**src/rtl/button_event.sv**
```systemverilog
// Classifies a debounced, clk-synchronous button level into one-cycle event pulses.
// release/repeat are SV keywords, so those ports carry a _pulse suffix.
module button_event #(
  parameter int LONG_CYCLES   = 1000000,
  parameter int DOUBLE_CYCLES = 300000,
  parameter int REPEAT_CYCLES = 200000
) (
  input  logic clk,
  input  logic nreset,
  input  logic en,
  input  logic in,
  output logic press,
  output logic release_pulse,
  output logic short_press,
  output logic long_press,
  output logic repeat_pulse,
  output logic double_click,
  output logic held
);

  localparam int MAX_LD  = (LONG_CYCLES > DOUBLE_CYCLES) ? LONG_CYCLES : DOUBLE_CYCLES;
  localparam int MAX_ALL = (MAX_LD > REPEAT_CYCLES) ? MAX_LD : REPEAT_CYCLES;
  localparam int CW      = $clog2(MAX_ALL + 1);

  localparam logic [CW-1:0] LONG_LAST = CW'(LONG_CYCLES - 1);
  localparam logic [CW-1:0] DBL_LAST  = (DOUBLE_CYCLES == 0) ? '0 : CW'(DOUBLE_CYCLES - 1);
  localparam logic [CW-1:0] REP_LAST  = (REPEAT_CYCLES == 0) ? '0 : CW'(REPEAT_CYCLES - 1);

  typedef enum logic [2:0] {
    IDLE,
    PRESSED,
    LONG_HELD,
    WAIT_SECOND,
    SECOND_PRESSED
  } state_t;

  state_t        state, state_d;
  logic [CW-1:0] cnt, cnt_d, cnt_inc;
  logic          in_q, rise, fall;
  logic          press_d, release_d, short_d, long_d, repeat_d, double_d, held_d;

  assign rise    = in & ~in_q;
  assign fall    = ~in & in_q;
  assign cnt_inc = (cnt == '1) ? cnt : cnt + CW'(1);

  always_comb begin
    state_d   = state;
    cnt_d     = cnt;
    press_d   = 1'b0;
    release_d = 1'b0;
    short_d   = 1'b0;
    long_d    = 1'b0;
    repeat_d  = 1'b0;
    double_d  = 1'b0;

    unique case (state)
      IDLE: begin
        if (rise) begin
          press_d = 1'b1;
          cnt_d   = CW'(1);
          state_d = PRESSED;
        end
      end
      PRESSED: begin
        // a fall on the threshold edge takes the short path
        if (fall) begin
          release_d = 1'b1;
          cnt_d     = '0;
          if (DOUBLE_CYCLES == 0) begin
            short_d = 1'b1;
            state_d = IDLE;
          end else begin
            state_d = WAIT_SECOND;
          end
        end else if (in) begin
          if (cnt == LONG_LAST) begin
            long_d  = 1'b1;
            cnt_d   = '0;
            state_d = LONG_HELD;
          end else begin
            cnt_d = cnt_inc;
          end
        end
      end
      LONG_HELD: begin
        if (fall) begin
          release_d = 1'b1;
          cnt_d     = '0;
          state_d   = IDLE;
        end else if (REPEAT_CYCLES != 0) begin
          if (cnt == REP_LAST) begin
            repeat_d = 1'b1;
            cnt_d    = '0;
          end else begin
            cnt_d = cnt_inc;
          end
        end
      end
      WAIT_SECOND: begin
        // a rise on the timeout edge still counts as a double click
        if (rise) begin
          double_d = 1'b1;
          press_d  = 1'b1;
          cnt_d    = '0;
          state_d  = SECOND_PRESSED;
        end else if (cnt == DBL_LAST) begin
          short_d = 1'b1;
          cnt_d   = '0;
          state_d = IDLE;
        end else begin
          cnt_d = cnt_inc;
        end
      end
      SECOND_PRESSED: begin
        if (fall) begin
          release_d = 1'b1;
          state_d   = IDLE;
        end
      end
      default: begin
        cnt_d   = '0;
        state_d = IDLE;
      end
    endcase

    if (!en) begin
      state_d   = IDLE;
      cnt_d     = '0;
      press_d   = 1'b0;
      release_d = 1'b0;
      short_d   = 1'b0;
      long_d    = 1'b0;
      repeat_d  = 1'b0;
      double_d  = 1'b0;
    end

    // held follows a tracked press, so enabling during a hold does not assert it
    held_d = (state_d == PRESSED) || (state_d == LONG_HELD) || (state_d == SECOND_PRESSED);
  end

  always_ff @(posedge clk or negedge nreset) begin
    if (!nreset) begin
      in_q          <= 1'b0;
      state         <= IDLE;
      cnt           <= '0;
      press         <= 1'b0;
      release_pulse <= 1'b0;
      short_press   <= 1'b0;
      long_press    <= 1'b0;
      repeat_pulse  <= 1'b0;
      double_click  <= 1'b0;
      held          <= 1'b0;
    end else begin
      in_q          <= in;
      state         <= state_d;
      cnt           <= cnt_d;
      press         <= press_d;
      release_pulse <= release_d;
      short_press   <= short_d;
      long_press    <= long_d;
      repeat_pulse  <= repeat_d;
      double_click  <= double_d;
      held          <= held_d;
    end
  end

endmodule

```
**config.mk**
```make
export PLATFORM = sky130hd
export DESIGN_NAME = button_event
export DESIGN_NICKNAME = d
export VERILOG_FILES = /design/src/rtl/button_event.sv
export SDC_FILE = /design/constraint.sdc
export NUM_CORES = 1
export LEC_CHECK = 0
export CORE_MARGIN = 2
export CORE_UTILIZATION = 23
export CTS_CLUSTER_DIAMETER = 50
export DETAILED_ROUTE_END_ITERATION = 12
export SLEW_MARGIN = 15
export SYNTH_ARGS = -nofsm -noshare
export SYNTH_HDL_FRONTEND = slang
export SYNTH_SLANG_ARGS = --single-unit
```
**constraint.sdc**
```tcl
create_clock -name clk -period 3.76 [get_ports clk]
set_input_delay 0.752 -clock clk [delete_from_list [all_inputs] [get_ports clk]]
set_output_delay 0.752 -clock clk [all_outputs]
set_load 0.05 [all_outputs]
```
==> results.py, run 1 <==
metrics = {
    "clock_tree": {
        "cts_setup_buffers": 0,
        "clk_latency_ns": 0.29,
        "htreeDepth": 2,
        "cts_resized": 0,
        "cts.path.max_buffers": 2,
        "cts_tree": "built",
        "cts.root.buffer_cell": "clkbuf_8",
        "cts_hold_buf": 0,
        "path_clk_slew_ns": 0.06,
        "cts_sinks": 31,
        "cts_buffers": 5,
    },
    "floorplan": {
        "die_height_microns": 96.1,
        "design.core.area_sq_um": 8220,
        "fp.dieW_microns": 96.1,
        "num_io_pins": 11,
        "num_rows": 33,
        "die-area_sq_um": 9230,
        "initial_core_util_pct": 23.7,
    },
    "layout": {
        "multi_input_area_sq_um": 1090,
        "layout.nets": 225,
        "seqCellArea_sq_um": 776,
        "utilization_pct": 26.9,
        "drive_above_1_share_pct": 9.55,
        "antenna_cells": 0,
        "n_fill_cell": 883,
        "area_growth_pct": 13.3,
    },
    "sta": {
        "final-setup-viol-count": 0,
        "period_share_pct": 69.9,
        "finalClockSkew_ns": 0.00387,
        "maxSlewHeadroom_pct": 59.9,
        "maxClockFrequency_mhz": 380,
        "finalHoldViolCount": 0,
        "rsz0062_at_grt": "false",
        "tightest_slew_ns": 0.596,
        "drv_slew": 0,
        "finalSetupTns_ns": 0,
        "fin_crit_ns": 2.63,
    },
    "yosys": {
        "synth_seq_cells": 31,
        "synth_area_leaders": "dfrtp_1 40%, nor2_1 4.4%, nand3_1 4.1%",
        "syn_inst": 214,
        "synth_nets": 219,
        "yosysTopAreaCell": "dfrtp_1",
        "synth_area_sq_um": 1950,
        "synth_cell_types": 53,
        "ys_top_cells_by_count": "31 x dfrtp_1, 23 x nor2_1, 16 x nand3_1",
        "yosysMostFrequentCell": "dfrtp_1",
        "synth-seq-area-share_pct": 39.8,
        "yosysWarningCount": 0,
        "synth_top_area_share_pct": 39.8,
        "synth_edf_count": 0,
        "syn_avg_cell_area_sq_um": 9.11,
        "async_flop_share_pct": 100,
        "ys.flop_type": "dfrtp_1",
    },
    "setup_path": {
        "critPathMaxFanout": 6,
        "reg2reg_slack_ns": 1.31,
        "cp-endpoint": "cnt[13]",
        "cp-end-kind": "flip-flop",
        "crit_type": "in2reg",
        "crit_path_start": "in",
        "crit_arrival_ns": 2.84,
        "reg2reg_from": "cnt[0]",
        "start_kind": "input pin",
        "required_ns": 3.97,
        "worst_r2r_path_depth": 6,
        "timing.rr.end": "cnt[10]",
    },
    "detailed_routing": {
        "drtIter0Drc": 163,
        "antenna_left": 0,
        "drt_wl_total_microns": 4500,
        "vias": 1697,
        "viasPerCell": 5.22,
        "dr.pass1.iters": 5,
        "wl_per_cell_microns": 13.8,
        "route.detailed.drc": 0,
    },
    "global_route": {
        "overflow": 0,
        "gr-usage-all-layers_pct": 10.7,
        "grt_pass1_vias": 1570,
        "grt_max_degree": 32,
        "antenna_found_initial": 0,
        "grt_pass1_wl_microns": 7710,
    },
    "placement": {
        "portBuffers": 10,
        "gp_congestion": 0.936,
        "hpwl_microns": 3230,
    },
    "flow_run": {
        "maxCapViolations": 0,
    },
    "outcome": {
        "status": "finished clean",
    },
    "worst_hold_path": {
        "hold_start": "cnt[1]",
        "hold_class": "reg2reg",
    },
    "pwr": {
        "ir_worst_vdd_mv": 0.115,
        "leakagePower_nw": 0.798,
        "power_density_nw_per_um2": 314,
        "total_power_mw": 0.694,
    },
}
[critical path: stages]
cell	delay, ns
clkdlybuf4s50_1	0.54
or3b_4	0.43
a311oi_4	0.38
o211ai_2	0.17
or4_1	0.41
a21oi_1	0.15
[power by group]
group	internal, mW	switching, mW	leakage (nW)
combinational	0.0269	0.0507	0.324
sequential	0.341	0.00871	0.427
clock	0.143	0.123	0.0470
[sequential cells by signal (all words and copies together), names as in the netlist]
name           count
cnt               20
double_click       1
held               1
in_q               1
long_press         1
press              1
release_pulse      1
repeat_pulse       1
short_press        1
state              3
[cells in the final DEF (no fill, tap or decap), drive strengths merged, types with 2 or more instances in the layout]
master and count:
nand4b 2, or4 5, nor2b 3, o21ai 11
a21oi 6, nand2 11, and3 5, nor4 6
nor2 23, or3 5, o211ai 10, nand4 6
nand3 18, nor3 9, or2 2, xor2 9
nand2b 4, nor4b 2, mux2i 5, dfrtp 31
inv 3, or4b 2, clkdlybuf4s50 10, clkbuf 6
and4 3, o31ai 2
[final cells by class]
| cell class | count | area share (%) |
|---|---|---|
| Clock buffer | 6 | 3.74 |
| Timing Repair Buffer | 11 | 4.87 |
| Sequential cell | 31 | 35.1 |
| Inverter | 3 | 0.510 |
| Multi-Input combinational cell | 168 | 49.6 |
| Clock inverter | 1 | 0.227 |
| Tap cell | 105 | 5.95 |
[kinds of logic after synthesis]
logic type	after synthesis	synth area share (%)
flops	31	39.8
compound gates	40	15.4
simple gates	112	33.1
mux	5	2.57
fa+ha+maj	1	0.642
xor+xnor	10	4.49
buf+inv	15	4.04
[metrics by stage]
stage	setup WS, ns	hold slack (ns)	cell area (sq um)	cells
2_1_floorplan	1.53	0.456	1950	214
3_3_place_gp	0.867	0.566	2120	318
3_5_place_dp	0.846	0.568	2120	318
4_1_cts	1.13	0.584	2210	325
5_1_grt	1.01	0.634	2210	325
6_report	1.13	0.581	2210	325
[metal layers]
metal,share of wire (%),up-vias,global-route usage [%]
met3,7.1,8,2.90
met5,0,-,0
met4,1.2,0,3.57
li1,-,815,-
met1,46,807,14.8
met2,45,67,16.1
[worst min path at each step]
stage / end / slack (ns) / depth (start not counted)
after floorplan: cnt[0] / 0.46 / 0
after global placement: cnt[4] / 0.57 / 2
after detailed placement: cnt[1] / 0.57 / 2
after CTS: cnt[1] / 0.58 / 2
after global routing: cnt[1] / 0.63 / 2
final: cnt[1] / 0.58 / 2
Power figures use the tool's default switching activity.
==> run 2, diff against run 1 <==
==> constraint.sdc (replaced) <==
create_clock -name clk -period 2.6 [get_ports clk]
set_input_delay 0.52 -clock clk [delete_from_list [all_inputs] [get_ports clk]]
set_output_delay 0.52 -clock clk [all_outputs]
set_load 0.05 [all_outputs]
==> run 2 against run 1 <==
Against the previous run: routed wire length rose by 10%; cell count rose by 3.4%; design area rose by 4.0%; via count rose by 5.0%; die area did not move; clock power rose by 58%; global-route usage rose by 1.0 points; utilization rose by 1.1 points; sequential share of layout area fell by 1.3 points; critical path depth did not move; critical path type unchanged; largest cell class unchanged.
==> results.py, run 2 (synthesis results as in run 1) <==
metrics = {
    "outcome": {
        "status": "finished clean",
    },
    "layout": {
        "layout_commonest_cell": "dfrtp_1",
        "largestRegisters": "cnt: 20 flops, state: 3 flops",
        "antenna_cells": 0,
        "area_growth_pct": 17.8,
        "largest_register_ffs": 20,
        "layout_common_cells": "31 x dfrtp_1, 23 x nor2_1, 16 x nand3_1, 11 x nand2_1, 11 x buf_4",
        "n_fill_cell": 882,
        "top_register": "cnt",
        "layout.nets": 235,
        "design_area_sq_um": 2300,
        "drive_above_1_share_pct": 13.4,
        "utilization_pct": 27.9,
        "fin_cells": 336,
    },
    "global_route": {
        "overflow": 0,
        "grt_max_degree": 32,
        "grt_busiest_layer": "met2",
        "gr-usage-met1_pct": 16.3,
        "grt.met2_usage_pct": 17.2,
        "grt_pass1_wl_microns": 8310,
        "gr-usage-all-layers_pct": 11.7,
        "grt_pass1_vias": 1671,
        "use_met3_pct": 3.29,
        "antenna_found_initial": 0,
    },
    "clock_tree": {
        "cts_buffers": 5,
        "htreeDepth": 2,
        "path_clk_slew_ns": 0.07,
        "cts_tree": "built",
        "cts_hold_buf": 0,
        "cts.root.buffer_cell": "clkbuf_8",
        "cts_setup_buffers": 0,
        "cts_sinks": 31,
        "cts.path.max_buffers": 2,
        "cts_resized": 0,
        "clk_latency_ns": 0.29,
    },
    "setup_path": {
        "cp-endpoint": "cnt[13]",
        "crit_path_start": "in",
        "cp.depth": 6,
        "start_kind": "input pin",
        "critPathMaxFanout": 3,
        "crit_chain": "clkdlybuf4s50_1 -> or3b_4 -> a311oi_4 -> o211ai_2 -> or4_1 -> a21oi_1",
        "crit_type": "in2reg",
        "cp_num_buf_inv": 1,
        "slowest_stage": "clkdlybuf4s50_1",
        "reg2reg_slack_ns": 0.32,
        "cp_slowest_stage_delay_ns": 0.48,
        "crit_arrival_ns": 2.51,
        "timing.rr.end": "cnt[0]",
        "worst_r2r_path_depth": 6,
        "required_ns": 2.82,
        "cp-end-kind": "flip-flop",
        "reg2reg_from": "cnt[0]",
        "critPathTopFamily": "simple AND/OR/NAND/NOR gates",
    },
    "sta": {
        "finalHoldViolCount": 0,
        "period_share_pct": 88.0,
        "final-setup-viol-count": 0,
        "rsz0062_at_grt": "false",
        "drv_slew": 0,
        "finalSetupTns_ns": 0,
        "tightest_slew_ns": 0.534,
        "maxSlewHeadroom_pct": 64.0,
        "setup_ws_ns": 0.311,
        "finalClockSkew_ns": 0.00537,
        "maxClockFrequency_mhz": 437,
        "fin_crit_ns": 2.29,
        "hold-worst-slack_ns": 0.583,
    },
    "pwr": {
        "leakagePower_nw": 0.848,
        "total_power_mw": 1.05,
        "power_density_nw_per_um2": 458,
        "ir_worst_vdd_mv": 0.153,
    },
    "detailed_routing": {
        "drt_wl_total_microns": 4950,
        "antenna_left": 0,
        "drtIter0Drc": 115,
        "wl_per_cell_microns": 14.7,
        "route.detailed.drc": 0,
        "viasPerCell": 5.30,
        "dr.pass1.iters": 4,
        "vias": 1782,
    },
    "placement": {
        "placedCellCount": 328,
        "gp_congestion": 0.952,
        "place_ws_ns": 0.0477,
        "portBuffers": 10,
        "hpwl_microns": 3510,
        "dpl_cell_area_sq_um": 2200,
    },
    "worst_hold_path": {
        "hold_start": "cnt[1]",
        "hold_class": "reg2reg",
    },
    "floorplan": {
        "fp.dieW_microns": 96.1,
        "die-area_sq_um": 9230,
        "die_height_microns": 96.1,
        "num_io_pins": 11,
        "design.core.area_sq_um": 8220,
        "initial_core_util_pct": 23.7,
        "num_rows": 33,
    },
    "flow_run": {
        "maxCapViolations": 0,
    },
}
[run 2: cell count changes in the layout (fill, tap and decap cells not counted)]
cell      change
clkbuf_8      +1
clkbuf_1      +1
buf_4        +10
clkinv_2      -1
[run 2: final cells by class]
class,instances,area [sq um],area share (%)
clock buffer,8,100,4.36
timing repair buffer,21,183,7.96
inverter,3,11.3,0.490
multi-input combinational,168,1090,47.7
sequential,31,776,33.8
tap,105,131,5.72
[run 2: layer usage]
metal  wire, microns  share of wire [%]
met5               0                  0
met4             104                2.1
met3             231                4.7
met2            2260                 46
met1            2350                 48
[run 2: worst min-delay path, delay by kind of cell (launching register included)]
kind,cells,cell delay [ns]
flip-flops,1,0.38
multiplexers,1,0.09
AND/OR/NAND/NOR,1,0.08
[run 2: worst min-delay path by stage]
stage	endpoint	slack, ns	depth (start not counted)
3_5_place_dp	cnt[1]	0.57	2
4_1_cts	cnt[1]	0.59	2
5_1_grt	cnt[1]	0.63	2
2_1_floorplan	cnt[0]	0.22	0
6_report	cnt[1]	0.58	2
3_3_place_gp	cnt[1]	0.56	2
[run 2: power breakdown]
part	switching, mW	internal [mW]
combinational	0.0778	0.0453
sequential	0.0134	0.493
clock	0.180	0.241
